===== config.mk =====
export PLATFORM = sky130hd
export DESIGN_NAME = yadmc_dpram_arb_flat
export DESIGN_NICKNAME = d
export VERILOG_FILES = /design/src/rtl/yadmc_dpram_pkg.sv /design/src/rtl/yadmc_dpram_arb_if.sv /design/src/rtl/yadmc_rr_arb2.sv /design/src/rtl/yadmc_dpram_arb.sv /design/src/flat_wrapper.sv
export SDC_FILE = /design/constraint.sdc
export NUM_CORES = 1
export LEC_CHECK = 0
export ABC_AREA = 1
export BUFFER_PORTS_ARGS = -buffer_cell sky130_fd_sc_hd__buf_2
export CAP_MARGIN = 0
export CORE_MARGIN = 8
export CORE_UTILIZATION = 45
export DETAILED_ROUTE_END_ITERATION = 8
export PLACE_DENSITY = 0.75
export SKIP_CTS_REPAIR_TIMING = 1
export SLEW_MARGIN = 30
export SYNTH_ARGS = -nofsm -noshare
export SYNTH_HDL_FRONTEND = slang
export SYNTH_SLANG_ARGS = --single-unit
export TNS_END_PERCENT = 50

===== constraint.sdc =====
create_clock -name sys_clk -period 2.02 [get_ports sys_clk]
set_input_delay 0.202 -clock sys_clk [delete_from_list [all_inputs] [get_ports sys_clk]]
set_output_delay 0.202 -clock sys_clk [all_outputs]
set_load 0.01 [all_outputs]

===== src/rtl/yadmc_dpram_pkg.sv =====
// Shared constants and types for the single-port dpram arbiter.
// Holds the default geometry and the requester-id encoding.
package yadmc_dpram_pkg;

  localparam int DEFAULT_ADDRESS_DEPTH = 10;
  localparam int DEFAULT_DATA_WIDTH    = 8;

  typedef enum logic {
    REQ_A = 1'b0,
    REQ_B = 1'b1
  } req_id_e;

  // One slot of the read-tracking pipeline: an accepted read and who issued it.
  typedef struct packed {
    logic    valid;
    req_id_e id;
  } rd_tag_t;

  localparam rd_tag_t RD_TAG_IDLE = '{valid: 1'b0, id: REQ_A};

endpackage


===== src/rtl/yadmc_dpram_arb_if.sv =====
// Requester-side bus of the dpram arbiter: two command channels (A, B),
// their read strobes and the shared read-data bus.
interface yadmc_dpram_arb_if
  import yadmc_dpram_pkg::*;
#(
  parameter int address_depth = DEFAULT_ADDRESS_DEPTH,
  parameter int data_width    = DEFAULT_DATA_WIDTH
);

  logic                     a_valid;
  logic                     a_ready;
  logic                     a_we;
  logic [address_depth-1:0] a_adr;
  logic [data_width-1:0]    a_di;
  logic                     a_rvalid;

  logic                     b_valid;
  logic                     b_ready;
  logic                     b_we;
  logic [address_depth-1:0] b_adr;
  logic [data_width-1:0]    b_di;
  logic                     b_rvalid;

  logic [data_width-1:0]    rdata;

  modport master (
    output a_valid, a_we, a_adr, a_di,
    output b_valid, b_we, b_adr, b_di,
    input  a_ready, a_rvalid,
    input  b_ready, b_rvalid,
    input  rdata
  );

  modport slave (
    input  a_valid, a_we, a_adr, a_di,
    input  b_valid, b_we, b_adr, b_di,
    output a_ready, a_rvalid,
    output b_ready, b_rvalid,
    output rdata
  );

endinterface


===== src/rtl/yadmc_rr_arb2.sv =====
// Two-way round-robin arbiter. Grants are combinational from the valids and
// the last winner; the last winner only moves on an accepted transfer.
module yadmc_rr_arb2
  import yadmc_dpram_pkg::*;
(
  input  logic sys_clk,
  input  logic sys_rst,
  input  logic valid_a,
  input  logic valid_b,
  input  logic accept,
  output logic grant_a,
  output logic grant_b
);

  req_id_e last_grant_q;
  req_id_e last_grant_d;

  always_comb begin
    // NOTE: every output of a combinational block gets a default first, so no
    // path leaves it unassigned and no latch is inferred.
    last_grant_d = last_grant_q;
    grant_a      = !sys_rst && valid_a && (!valid_b || last_grant_q == REQ_B);
    grant_b      = !sys_rst && valid_b && (!valid_a || last_grant_q == REQ_A);
    if (accept) begin
      last_grant_d = grant_b ? REQ_B : REQ_A;
    end
  end

  // Reset to B so that A wins the first contention.
  always_ff @(posedge sys_clk or posedge sys_rst) begin
    if (sys_rst) begin
      // NOTE: state flops use non-blocking assignments so every flop samples
      // the pre-edge value of every other flop.
      last_grant_q <= REQ_B;
    end else begin
      last_grant_q <= last_grant_d;
    end
  end

endmodule


===== src/rtl/yadmc_dpram_arb.sv =====
// Arbitrates two requesters onto port 0 of a dpram. Commands are registered
// onto mem_*; reads return two edges after acceptance on the shared rdata.
module yadmc_dpram_arb
  import yadmc_dpram_pkg::*;
#(
  parameter int address_depth = DEFAULT_ADDRESS_DEPTH,
  parameter int data_width    = DEFAULT_DATA_WIDTH
)(
  input  logic                     sys_clk,
  input  logic                     sys_rst,
  yadmc_dpram_arb_if.slave         req,
  output logic [address_depth-1:0] mem_adr,
  output logic                     mem_we,
  output logic [data_width-1:0]    mem_di,
  input  logic [data_width-1:0]    mem_do
);

  logic grant_a;
  logic grant_b;

  logic [address_depth-1:0] mem_adr_q, mem_adr_d;
  logic                     mem_we_q,  mem_we_d;
  logic [data_width-1:0]    mem_di_q,  mem_di_d;
  rd_tag_t                  rd_s1_q,   rd_s1_d;
  rd_tag_t                  rd_s2_q,   rd_s2_d;
  logic                     a_rvalid_q, a_rvalid_d;
  logic                     b_rvalid_q, b_rvalid_d;
  logic [data_width-1:0]    rdata_q,   rdata_d;

  yadmc_rr_arb2 u_arb (
    .sys_clk (sys_clk),
    .sys_rst (sys_rst),
    .valid_a (req.a_valid),
    .valid_b (req.b_valid),
    .accept  (grant_a || grant_b),
    .grant_a (grant_a),
    .grant_b (grant_b)
  );

  always_comb begin
    mem_adr_d = mem_adr_q;
    mem_di_d  = mem_di_q;
    mem_we_d  = 1'b0;
    rd_s1_d   = RD_TAG_IDLE;
    if (grant_b) begin
      mem_adr_d = req.b_adr;
      mem_we_d  = req.b_we;
      mem_di_d  = req.b_di;
      rd_s1_d   = '{valid: !req.b_we, id: REQ_B};
    end else if (grant_a) begin
      mem_adr_d = req.a_adr;
      mem_we_d  = req.a_we;
      mem_di_d  = req.a_di;
      rd_s1_d   = '{valid: !req.a_we, id: REQ_A};
    end

    // Stage 2 lines up with mem_do: the dpram has sampled mem_adr one edge ago.
    rd_s2_d    = rd_s1_q;
    a_rvalid_d = rd_s2_q.valid && rd_s2_q.id == REQ_A;
    b_rvalid_d = rd_s2_q.valid && rd_s2_q.id == REQ_B;
    rdata_d    = rd_s2_q.valid ? mem_do : rdata_q;
  end

  always_ff @(posedge sys_clk or posedge sys_rst) begin
    if (sys_rst) begin
      mem_adr_q  <= '0;
      mem_we_q   <= 1'b0;
      mem_di_q   <= '0;
      rd_s1_q    <= RD_TAG_IDLE;
      rd_s2_q    <= RD_TAG_IDLE;
      a_rvalid_q <= 1'b0;
      b_rvalid_q <= 1'b0;
      rdata_q    <= '0;
    end else begin
      mem_adr_q  <= mem_adr_d;
      mem_we_q   <= mem_we_d;
      mem_di_q   <= mem_di_d;
      rd_s1_q    <= rd_s1_d;
      rd_s2_q    <= rd_s2_d;
      a_rvalid_q <= a_rvalid_d;
      b_rvalid_q <= b_rvalid_d;
      rdata_q    <= rdata_d;
    end
  end

  assign req.a_ready  = grant_a;
  assign req.b_ready  = grant_b;
  assign req.a_rvalid = a_rvalid_q;
  assign req.b_rvalid = b_rvalid_q;
  assign req.rdata    = rdata_q;

  assign mem_adr = mem_adr_q;
  assign mem_we  = mem_we_q;
  assign mem_di  = mem_di_q;

endmodule

===== src/flat_wrapper.sv =====
// flat-port wrapper written by rule: the top's interface ports become plain ports
module yadmc_dpram_arb_flat import yadmc_dpram_pkg::*;
#(
  parameter int address_depth = DEFAULT_ADDRESS_DEPTH,
  parameter int data_width    = DEFAULT_DATA_WIDTH
)
  (sys_clk, sys_rst, mem_adr, mem_we, mem_di, mem_do, req_a_valid, req_a_we, req_a_adr, req_a_di, req_b_valid, req_b_we, req_b_adr, req_b_di, req_a_ready, req_a_rvalid, req_b_ready, req_b_rvalid, req_rdata);
  yadmc_dpram_arb_if #(.address_depth(address_depth), .data_width(data_width)) req_i ();
  input  logic sys_clk;
  input  logic sys_rst;
  output logic [address_depth-1:0] mem_adr;
  output logic mem_we;
  output logic [data_width-1:0] mem_di;
  input  logic [data_width-1:0] mem_do;
  input wire logic [$bits(req_i.a_valid)-1:0] req_a_valid;
  input wire logic [$bits(req_i.a_we)-1:0] req_a_we;
  input wire logic [$bits(req_i.a_adr)-1:0] req_a_adr;
  input wire logic [$bits(req_i.a_di)-1:0] req_a_di;
  input wire logic [$bits(req_i.b_valid)-1:0] req_b_valid;
  input wire logic [$bits(req_i.b_we)-1:0] req_b_we;
  input wire logic [$bits(req_i.b_adr)-1:0] req_b_adr;
  input wire logic [$bits(req_i.b_di)-1:0] req_b_di;
  output wire logic [$bits(req_i.a_ready)-1:0] req_a_ready;
  output wire logic [$bits(req_i.a_rvalid)-1:0] req_a_rvalid;
  output wire logic [$bits(req_i.b_ready)-1:0] req_b_ready;
  output wire logic [$bits(req_i.b_rvalid)-1:0] req_b_rvalid;
  output wire logic [$bits(req_i.rdata)-1:0] req_rdata;
  assign req_i.a_valid = req_a_valid;
  assign req_i.a_we = req_a_we;
  assign req_i.a_adr = req_a_adr;
  assign req_i.a_di = req_a_di;
  assign req_i.b_valid = req_b_valid;
  assign req_i.b_we = req_b_we;
  assign req_i.b_adr = req_b_adr;
  assign req_i.b_di = req_b_di;
  assign req_a_ready = req_i.a_ready;
  assign req_a_rvalid = req_i.a_rvalid;
  assign req_b_ready = req_i.b_ready;
  assign req_b_rvalid = req_i.b_rvalid;
  assign req_rdata = req_i.rdata;
  yadmc_dpram_arb #(.address_depth(address_depth), .data_width(data_width)) u_core (.sys_clk(sys_clk), .sys_rst(sys_rst), .req(req_i), .mem_adr(mem_adr), .mem_we(mem_we), .mem_di(mem_di), .mem_do(mem_do));
endmodule

==> reports/results.tsv, run 1 <==
stage	metric	value	unit
status	status	finished clean	
critical_path	crit-path most repeated cell	buf_2	
critical_path	startpoint types	primary input	
global_routing	global route overflow	0	
synth	instance count of the mapped netlist	196	
critical_path	Crit. End Element	primary output	
job	Max Cap Violations	0	
synth	FF+latch count, synth	34	
clock_tree	Num CTS Buffers	5	
global_routing	first-pass GRT wire length	7155	um
clock_tree	CTS root buf	clkbuf_8	
floorplanning	area of the core	3606	um2
timing	fmax	563.5	MHz
power	Leak	0.001296	uW
floorplanning	# IOs	81	
critical_path	CP arrival	1570	ps
routing	Final ANT Viol Nets	0	
finish	total inserted antenna cells	0	
routing	DRT Wirelength	4156	um
timing	Final period util	87.85	%
timing	worst-margin pin slew	592.9	ps
floorplanning	# rows	22	
global_routing	initial antenna violation count	0	
placed_design	post-DP HPWL	3126	um
min_path	Hold Path Class	primary input to flip-flop	
critical_path	crit-path max FO	21	
timing	min setup slack post-route	245.5	ps
floorplanning	initial core utilization	45.91	%
clock_tree	H-Tree Depth	2	
floorplanning	DIE AREA	5875	um2
global_routing	largest net degree at the start of global routing	24	
timing	setup_tns	0	ps
critical_path	crit-path leading delay family	buffers and inverters	
finish	Filler cells	331	
critical_path	CP Buf/Inv Count	5	
global_routing	vias in the first global route	1571	
finish	P&R area growth vs syn	30.91	%
routing	drt wl/cell	12.75	um
routing	initial DRC count	62	
routing	Avg Vias per Cell	4.681	
finish	fin area	2167	um2
global_routing	Global Route Usage Sum	14.61	%
timing	max-slew violations	0	
timing	Final setup viols	0	
placed_design	placed cell count	317	
finish	share of cells above drive strength 1	38.49	%
finish	final net count	327	
timing	Hold Vio Cnt, Final	0	
clock_tree	Max clock buf depth	2	
placed_design	Place WS	590.0	ps
floorplanning	width of the die	76.65	um
synth	register area share after synthesis	51.47	%
floorplanning	Die Y	76.65	um
routing	1st-pass router iterations	4	
timing	RSZ-0062 raised after global routing	no	
routing	residual DRC count	0	
critical_path	Crit Path Class	primary input to primary output	
placed_design	GPL Wtd Cong	0.8130	
synth	Post-Syn Area per Cell	8.446	um2
critical_path	CP max stage delay	540	ps
finish	Finished Layout Cells	326	
placed_design	port bufs	80	
critical_path	internal reg-to-reg setup slack	670	ps
routing	Vias	1526	
timing	Clock Skew	6.995	ps
critical_path	Worst path slowest cell	dlygate4sd3_1	
clock_tree	Sink Count	34	
power	maximum vdd drop	0.3237	mV
critical_path	crit-path cells	dlygate4sd3_1, buf_2, inv_2, nand3_4, inv_1, buf_2	
clock_tree	CTS clk-pin slew, worst paths	70	ps
synth	Yosys cell types	20	
synth	Post-Syn Area	1655	um2
timing	hold slack	118.0	ps
placed_design	DP Area	2019	um2
clock_tree	Skew-Pair Late Insertion Delay	280	ps
clock_tree	CTS tree	built	
synth	synth warn	0	
timing	Worst slew margin	60.33	%
critical_path	required time of the critical path	1820	ps
timing	post-route minimum period	1775	ps
power	Power per Cell Area	902.3	nW/um2
synth	syn_nets	246	
## metal layers
metal	share of wire (%)	GRT usage, %	up-vias
li1	-	-	780
met1	45	17.75	675
met2	43	21.94	64
met3	9.5	6.410	7
met4	1.6	6.346	0
met5	0	0	-
## logic make-up (layout without fill, tap and decap cells)
group / after synthesis / after routing / share of synthesized area (%)
AOI/OAI and AO/OA: 4 / 4 / 1.890
and+or+nand+nor: 140 / 140 / 37.34
buffers and inverters: 18 / 100 / 9.296
DFF: 34 / 34 / 51.47
## cells in the final DEF (no fill, tap or decap), types with 2 or more instances in the layout
cell type,n
nand2_2,10
bufinv_16,2
o21ai_0,2
nand4_1,18
inv_1,5
buf_2,80
dfrtp_1,33
buf_4,3
clkbuf_8,5
nand2_1,108
## flip-flops by register name, indices dropped and copies added (netlist names)
signal,flops
u_core.req.rdata,8
u_core.req.a_rvalid,1
u_core.mem_adr,10
u_core.req.b_rvalid,1
u_core.rd_s2_q,2
u_core.mem_we,1
u_core.mem_di,8
u_core.rd_s1_q,2
u_core.u_arb.last_grant_q,1
## final timing paths
| check | startpoint | cells after the start | endpoint |
|---|---|---|---|
| setup / recovery | sys_rst | 6 | req_b_ready |
| setup reg to reg | u_core.u_arb.last_grant_q | 5 | u_core.mem_we |
| hold reg to reg | u_core.rd_s1_q[1] | 0 | u_core.rd_s2_q[1] |
| max in group asynchronous | sys_rst | 4 | u_core.u_arb.last_grant_q |
| hold / removal | mem_do[7] | 3 | u_core.req.rdata[7] |
| min in group asynchronous | sys_rst | 4 | u_core.mem_di[4] |
## synthesized netlist by cell type (all sizes together)
| cell type | count | area share [%] |
|---|---|---|
| dfrtp | 33 | 50 |
| inv | 7 | 1.9 |
| nand4 | 18 | 6.8 |
| o21ai | 4 | 1.9 |
| nand3 | 2 | 1.4 |
| nor2 | 1 | 0.23 |
| buf | 9 | 6.3 |
| nand2 | 119 | 29 |
| clkbuf | 1 | 0.83 |
| dfstp | 1 | 1.6 |
| clkinv | 1 | 0.23 |
## per-stage QoR
stage	util, %	power (uW)
2_1_floorplan	-	1073
6_report	60.10	1955
3_3_place_gp	56.00	1230
5_1_grt	60.10	2068
3_5_place_dp	56.00	1237
4_1_cts	59.82	1984
## worst reg2reg max path, delay by kind of cell, from the launching register on
family                 cells  cell delay (ps)
AND/OR/NAND/NOR            3              500
flip-flops                 1              560
buffers and inverters      1              130
AO/OA/AOI/OAI              1               60
## report_power, final
part / leakage (uW) / total, uW / internal, uW / switching [uW]
Clock: 0.0000683 / 736 / 494 / 242
Combinational: 0.000803 / 394 / 162 / 232
Sequential: 0.000425 / 826 / 777 / 48.7
Total: 0.00130 / 1960 / 1430 / 522
## layout make-up
| type | instances | area, um2 | share of cell area (%) |
|---|---|---|---|
| sequential | 34 | 852.1 | 39.32 |
| multi-input combinational | 144 | 649.4 | 29.97 |
| timing repair buffer | 84 | 432.9 | 19.98 |
| clock buffer | 5 | 68.82 | 3.176 |
| clock inverter | 3 | 68.82 | 3.176 |
| tap | 48 | 60.06 | 2.771 |
| inverter | 8 | 35.03 | 1.617 |
Note: power is estimated with default switching activity, not from simulation.
==> inputs of run 2 (changes only) <==
--- a/config.mk
+++ b/config.mk
@@ -8,10 +8,12 @@
 export ABC_AREA = 1
 export BUFFER_PORTS_ARGS = -buffer_cell sky130_fd_sc_hd__buf_2
 export CAP_MARGIN = 0
-export CORE_MARGIN = 8
+export CORE_MARGIN = 2
 export CORE_UTILIZATION = 45
 export DETAILED_ROUTE_END_ITERATION = 8
 export PLACE_DENSITY = 0.75
+export RECOVER_POWER = 50
+export SETUP_SLACK_MARGIN = 0.02
 export SKIP_CTS_REPAIR_TIMING = 1
 export SLEW_MARGIN = 30
 export SYNTH_ARGS = -nofsm -noshare
==> run 2 against run 1 <==
Effect of this change:
- sequential cell count unchanged
- clock skew decreased by 2.9 ps
- final cell count unchanged
- fmax increased by 2.9%
- first-iteration DRC count increased by 11%
- highest routed layer unchanged
- power decreased by 12%
- wire length decreased by 13%
- clock power decreased by 30%
- sequential share of layout area increased by 1.1 points
- worst hold slack got worse by 1.4 ps
==> reports/results.tsv, run 2 (synthesis results as in run 1) <==
stage	metric	value	unit
critical_path	Crit Path Class	flip-flop to primary output	
power	Power per Cell Area	817.3	nW/um2
critical_path	CP arrival	1520	ps
routing	residual DRC count	0	
power	internal power	1203	uW
finish	Finished Layout Cells	326	
placed_design	port bufs	80	
floorplanning	DIE AREA	4180	um2
power	clock share of power	30.0	%
min_path	min-delay src	mem_do[4]	
min_path	worst hold path cell count	3	
finish	P&R area growth vs syn	27.21	%
critical_path	Worst path slowest cell	dfstp_2	
finish	commonest non-fill, non-tap cell in the layout	nand2_1	
timing	post-route minimum period	1724	ps
timing	Final setup viols	0	
routing	drt wl/cell	11.03	um
critical_path	crit-path cells	nand2_4, nand3_4, inv_1, buf_2	
critical_path	required time of the critical path	1820	ps
critical_path	R2R Path Start	u_core.u_arb.last_grant_q	
min_path	worst hold endpoint	u_core.req.rdata[4]	
timing	Worst slew margin	47.52	%
finish	Largest register FFs	10	
power	P_sw	518.3	uW
timing	hold slack	116.6	ps
floorplanning	# IOs	81	
critical_path	internal reg-to-reg setup slack	700	ps
routing	initial DRC count	69	
placed_design	placed cell count	317	
power	maximum vdd drop	0.3872	mV
power	Logic pwr share	21.8	%
critical_path	crit-path max FO	21	
critical_path	Worst R2R End	u_core.mem_we	
clock_tree	H-Tree Depth	2	
critical_path	Crit. End Element	primary output	
finish	final net count	327	
finish	total inserted antenna cells	0	
global_routing	first-pass GRT wire length	5740	um
routing	DRT Wirelength	3597	um
critical_path	startpoint types	flip-flop	
floorplanning	initial core utilization	45.91	%
power	Reg power frac	48.2	%
routing	Avg Vias per Cell	4.604	
timing	fmax	580.0	MHz
floorplanning	Die Y	64.65	um
status	status	finished clean	
timing	Clock Skew	4.050	ps
critical_path	crit path launch	u_core.u_arb.last_grant_q	
global_routing	initial antenna violation count	0	
clock_tree	CTS clk-pin slew, worst paths	70	ps
clock_tree	CTS tree	built	
routing	1st-pass router iterations	4	
timing	max-slew violations	0	
critical_path	CP Buf/Inv Count	2	
finish	fin area	2106	um2
global_routing	largest net degree at the start of global routing	27	
placed_design	GPL Wtd Cong	0.7568	
critical_path	worst r2r path cells	5	
floorplanning	area of the core	3606	um2
floorplanning	# rows	22	
timing	Hold Vio Cnt, Final	0	
placed_design	DP Area	2019	um2
power	Sw Ratio	30.12	%
timing	worst-margin pin slew	787.2	ps
critical_path	crit-path leading delay family	flip-flops	
global_routing	Global Route Usage Sum	18.08	%
timing	Final period util	85.36	%
timing	RSZ-0062 raised after global routing	no	
routing	Final ANT Viol Nets	0	
finish	commonest non-fill, non-tap cells in the layout	nand2_1 (108), buf_2 (68), dfrtp_1 (33)	
clock_tree	Skew-Pair Late Insertion Delay	280	ps
routing	Vias	1501	
global_routing	vias in the first global route	1334	
clock_tree	Max clock buf depth	2	
critical_path	CP max stage delay	560	ps
job	Max Cap Violations	0	
power	Leak	0.001231	uW
timing	setup_tns	0	ps
global_routing	global route overflow	0	
clock_tree	Num CTS Buffers	5	
placed_design	post-DP HPWL	2681	um
floorplanning	width of the die	64.65	um
clock_tree	CTS root buf	clkbuf_8	
finish	Filler cells	362	
finish	share of cells above drive strength 1	33.45	%
clock_tree	Sink Count	34	
min_path	Hold Path Class	primary input to flip-flop	
run 2: cell count changes in the layout (fill, tap and decap cells not counted):
cell / change
clkinvlp_4: +1
buf_4: -1
clkbuf_8: +1
clkinv_2: +1
bufinv_16: -2
inv_1: +1
buf_2: -12
clkinv_4: -1
inv_2: -1
clkbuf_1: +13
run 2: final cells by class:
type | instances | area (um2) | share of cell area [%]
flip-flops and latches | 34 | 852.1 | 40.46
multi-input cells | 144 | 649.4 | 30.84
repair buffers | 84 | 414.1 | 19.67
clock buffers | 6 | 82.58 | 3.922
well taps | 48 | 60.06 | 2.852
inverters | 8 | 35.03 | 1.664
clock inverters | 2 | 12.51 | 0.5942
run 2: worst max path at each step:
stage,to,cells past startpoint
floorplan,u_core.mem_we,6
global placement,req_b_ready,4
detailed placement,req_b_ready,4
CTS,req_b_ready,4
global route,req_b_ready,4
finish,req_b_ready,4
run 2: per-layer routing:
layer / global-route usage (%) / routed length (um) / vias up / part of all wire (%)
li1: - / - / 785 / -
met1: 22.27 / 1631 / 655 / 45
met2: 29.82 / 1643 / 59 / 46
met3: 6.424 / 301 / 2 / 8.4
met4: 5.585 / 20 / 0 / 0.56
met5: 0 / 0 / - / 0
run 2: worst reg2reg max path, delay by kind of cell (launching register included):
kind                   cells  cell delay (ps)
DFF                        1              560
and+or+nand+nor            3              480
buffers and inverters      1              120
AOI/OAI and AO/OA          1               50
run 2: power groups by stage:
stage	Clock (uW)	Sequential, uW	Combinational (uW)
floorplan	0	879	193
global placement	0	838	384
detailed placement	0	840	391
CTS	530	828	391
global route	568	838	426
finish	517	829	375
run 2: per-stage QoR:
| stage | total power, uW | utilization [%] | setup WS (ps) |
|---|---|---|---|
| floorplan | 1073 | - | 886.4 |
| global placement | 1222 | 56.00 | 612.0 |
| detailed placement | 1230 | 56.00 | 591.5 |
| CTS | 1749 | 58.64 | 271.8 |
| global route | 1832 | 58.40 | 217.2 |
| finish | 1721 | 58.40 | 295.7 |
==> inputs of run 3 (changes only) <==
--- a/config.mk
+++ b/config.mk
@@ -9,9 +9,9 @@
 export BUFFER_PORTS_ARGS = -buffer_cell sky130_fd_sc_hd__buf_2
 export CAP_MARGIN = 0
 export CORE_MARGIN = 2
-export CORE_UTILIZATION = 45
+export CORE_UTILIZATION = 40
 export DETAILED_ROUTE_END_ITERATION = 8
-export PLACE_DENSITY = 0.75
+export PLACE_DENSITY = 0.68
 export RECOVER_POWER = 50
 export SETUP_SLACK_MARGIN = 0.02
 export SKIP_CTS_REPAIR_TIMING = 1
==> run 3 against run 2 <==
Effect of this change:
- final cell count increased by 0.31%
- highest routed layer unchanged
- combinational power about the same
- critical path depth unchanged
- critical endpoint unchanged
- utilization decreased by 4.8 points
- first-iteration DRC count decreased by 36%
- via count decreased by 0.40%
- non-clock buffer count decreased by 1
- die area increased by 12%
==> reports/results.tsv, run 3 (synthesis results as in run 1) <==
stage	metric	value	unit
status	status	finished clean	
critical_path	crit-path max FO	21	
routing	DRT Wirelength	3865	um
timing	worst-margin pin slew	727.4	ps
timing	Clock Skew	8.478	ps
timing	RSZ-0062 raised after global routing	no	
critical_path	Crit. End Element	primary output	
critical_path	CP arrival	1540	ps
clock_tree	CTS root buf	clkbuf_8	
critical_path	Worst path slowest cell	dfstp_2	
timing	setup_tns	0	ps
clock_tree	Sink Count	34	
critical_path	Worst R2R End	u_core.mem_we	
placed_design	placed cell count	318	
floorplanning	DIE AREA	4669	um2
floorplanning	# IOs	81	
timing	Final period util	86.30	%
critical_path	crit path to	req_b_ready	
routing	Avg Vias per Cell	4.572	
floorplanning	width of the die	68.33	um
global_routing	vias in the first global route	1372	
finish	multi-input logic area	649.4	um2
routing	1st-pass router iterations	4	
critical_path	crit path launch	u_core.u_arb.last_grant_q	
timing	fmax	573.6	MHz
finish	commonest non-fill, non-tap cells in the layout	nand2_1 (108), buf_2 (68), dfrtp_1 (33)	
clock_tree	CTS tree	built	
global_routing	Global Route Usage Sum	17.53	%
critical_path	required time of the critical path	1820	ps
finish	final net count	326	
critical_path	startpoint types	flip-flop	
timing	Hold Vio Cnt, Final	0	
finish	share of cells above drive strength 1	33.21	%
global_routing	largest net degree at the start of global routing	30	
finish	P&R area growth vs syn	29.48	%
clock_tree	H-Tree Depth	2	
finish	total inserted antenna cells	0	
placed_design	port bufs	80	
timing	post-route minimum period	1743	ps
timing	Final setup viols	0	
floorplanning	initial core utilization	41.38	%
finish	Finished Layout Cells	327	
finish	Layout Utilization	53.58	%
critical_path	internal reg-to-reg setup slack	690	ps
global_routing	first-pass GRT wire length	6030	um
critical_path	CP max stage delay	560	ps
power	maximum vdd drop	0.4228	mV
floorplanning	Die Y	68.33	um
clock_tree	Max clock buf depth	2	
power	Power per Cell Area	913.6	nW/um2
critical_path	R2R Path Start	u_core.u_arb.last_grant_q	
job	Max Cap Violations	0	
min_path	Hold Path Class	primary input to flip-flop	
global_routing	global route overflow	0	
critical_path	Crit Path Class	flip-flop to primary output	
clock_tree	Num CTS Buffers	5	
placed_design	DP Area	2014	um2
routing	residual DRC count	0	
floorplanning	# rows	23	
finish	FF+latch area	852.1	um2
timing	Worst slew margin	51.51	%
timing	max-slew violations	0	
routing	initial DRC count	44	
finish	Largest register FFs	10	
finish	fin area	2143	um2
critical_path	crit-path cells	nand2_4, nand3_4, inv_1, buf_2	
finish	commonest non-fill, non-tap cell in the layout	nand2_1	
routing	Vias	1495	
routing	Final ANT Viol Nets	0	
placed_design	GPL Wtd Cong	0.7587	
floorplanning	area of the core	4000	um2
clock_tree	CTS clk-pin slew, worst paths	80	ps
clock_tree	Skew-Pair Late Insertion Delay	290	ps
placed_design	post-DP HPWL	2776	um
routing	drt wl/cell	11.82	um
finish	Filler cells	385	
global_routing	initial antenna violation count	0	
critical_path	worst r2r path cells	5	
power	Leak	0.001247	uW
-- run 3: cell types whose count changed in the layout (fill, tap and decap cells not counted), sizes merged --
cell      previous run  this run
clkinvlp             1         0
buf                 70        69
clkbuf              19        18
bufinv               0         2
-- run 3: critical path, delay by kind of cell, from the launching register on --
| kind | cells | cell delay, ps |
|---|---|---|
| buf+inv | 2 | 280 |
| flops | 1 | 560 |
| simple gates | 2 | 410 |
-- run 3: cell type report --
class / instances / area share (%)
sequential: 34 / 39.75
multi-input combinational: 144 / 30.30
timing repair buffer: 83 / 18.97
clock buffer: 5 / 3.211
clock inverter: 3 / 3.211
tap: 50 / 2.919
inverter: 8 / 1.635
-- run 3: worst min path at each step --
stage / start / to / depth (start not counted)
final: req_b_we / u_core.rd_s1_q[1] / 2
after global routing: mem_do[0] / u_core.req.rdata[0] / 3
after CTS: sys_rst / u_core.mem_di[0] / 2
after detailed placement: sys_rst / u_core.mem_di[0] / 2
after global placement: sys_rst / u_core.mem_di[7] / 2
after floorplan: req_b_we / u_core.rd_s1_q[1] / 1
-- run 3: through the flow --
step	total power (uW)	setup WS, ps	hold slack (ps)
after floorplan	1073	886.4	309.5
after global placement	1225	610.3	165.6
after detailed placement	1234	578.6	166.3
after CTS	1987	252.7	-149.6
after global routing	2068	174.3	122.3
final	1958	276.8	115.4
-- run 3: power by group --
group | internal [uW] | total [uW] | leakage (uW) | switching (uW)
clock network | 494 | 750 | 0.0000683 | 256
registers | 777 | 830 | 0.000425 | 53.0
logic | 150 | 378 | 0.000754 | 228
-- run 3: layer usage --
layer | part of all wire [%] | global-route usage (%) | vias to the layer above
met1 | 45 | 23.03 | 655
met4 | 1.2 | 5.250 | 0
li1 | - | - | 779
met5 | 0 | 0 | -
met3 | 8.3 | 5.921 | 6
met2 | 45 | 27.43 | 55
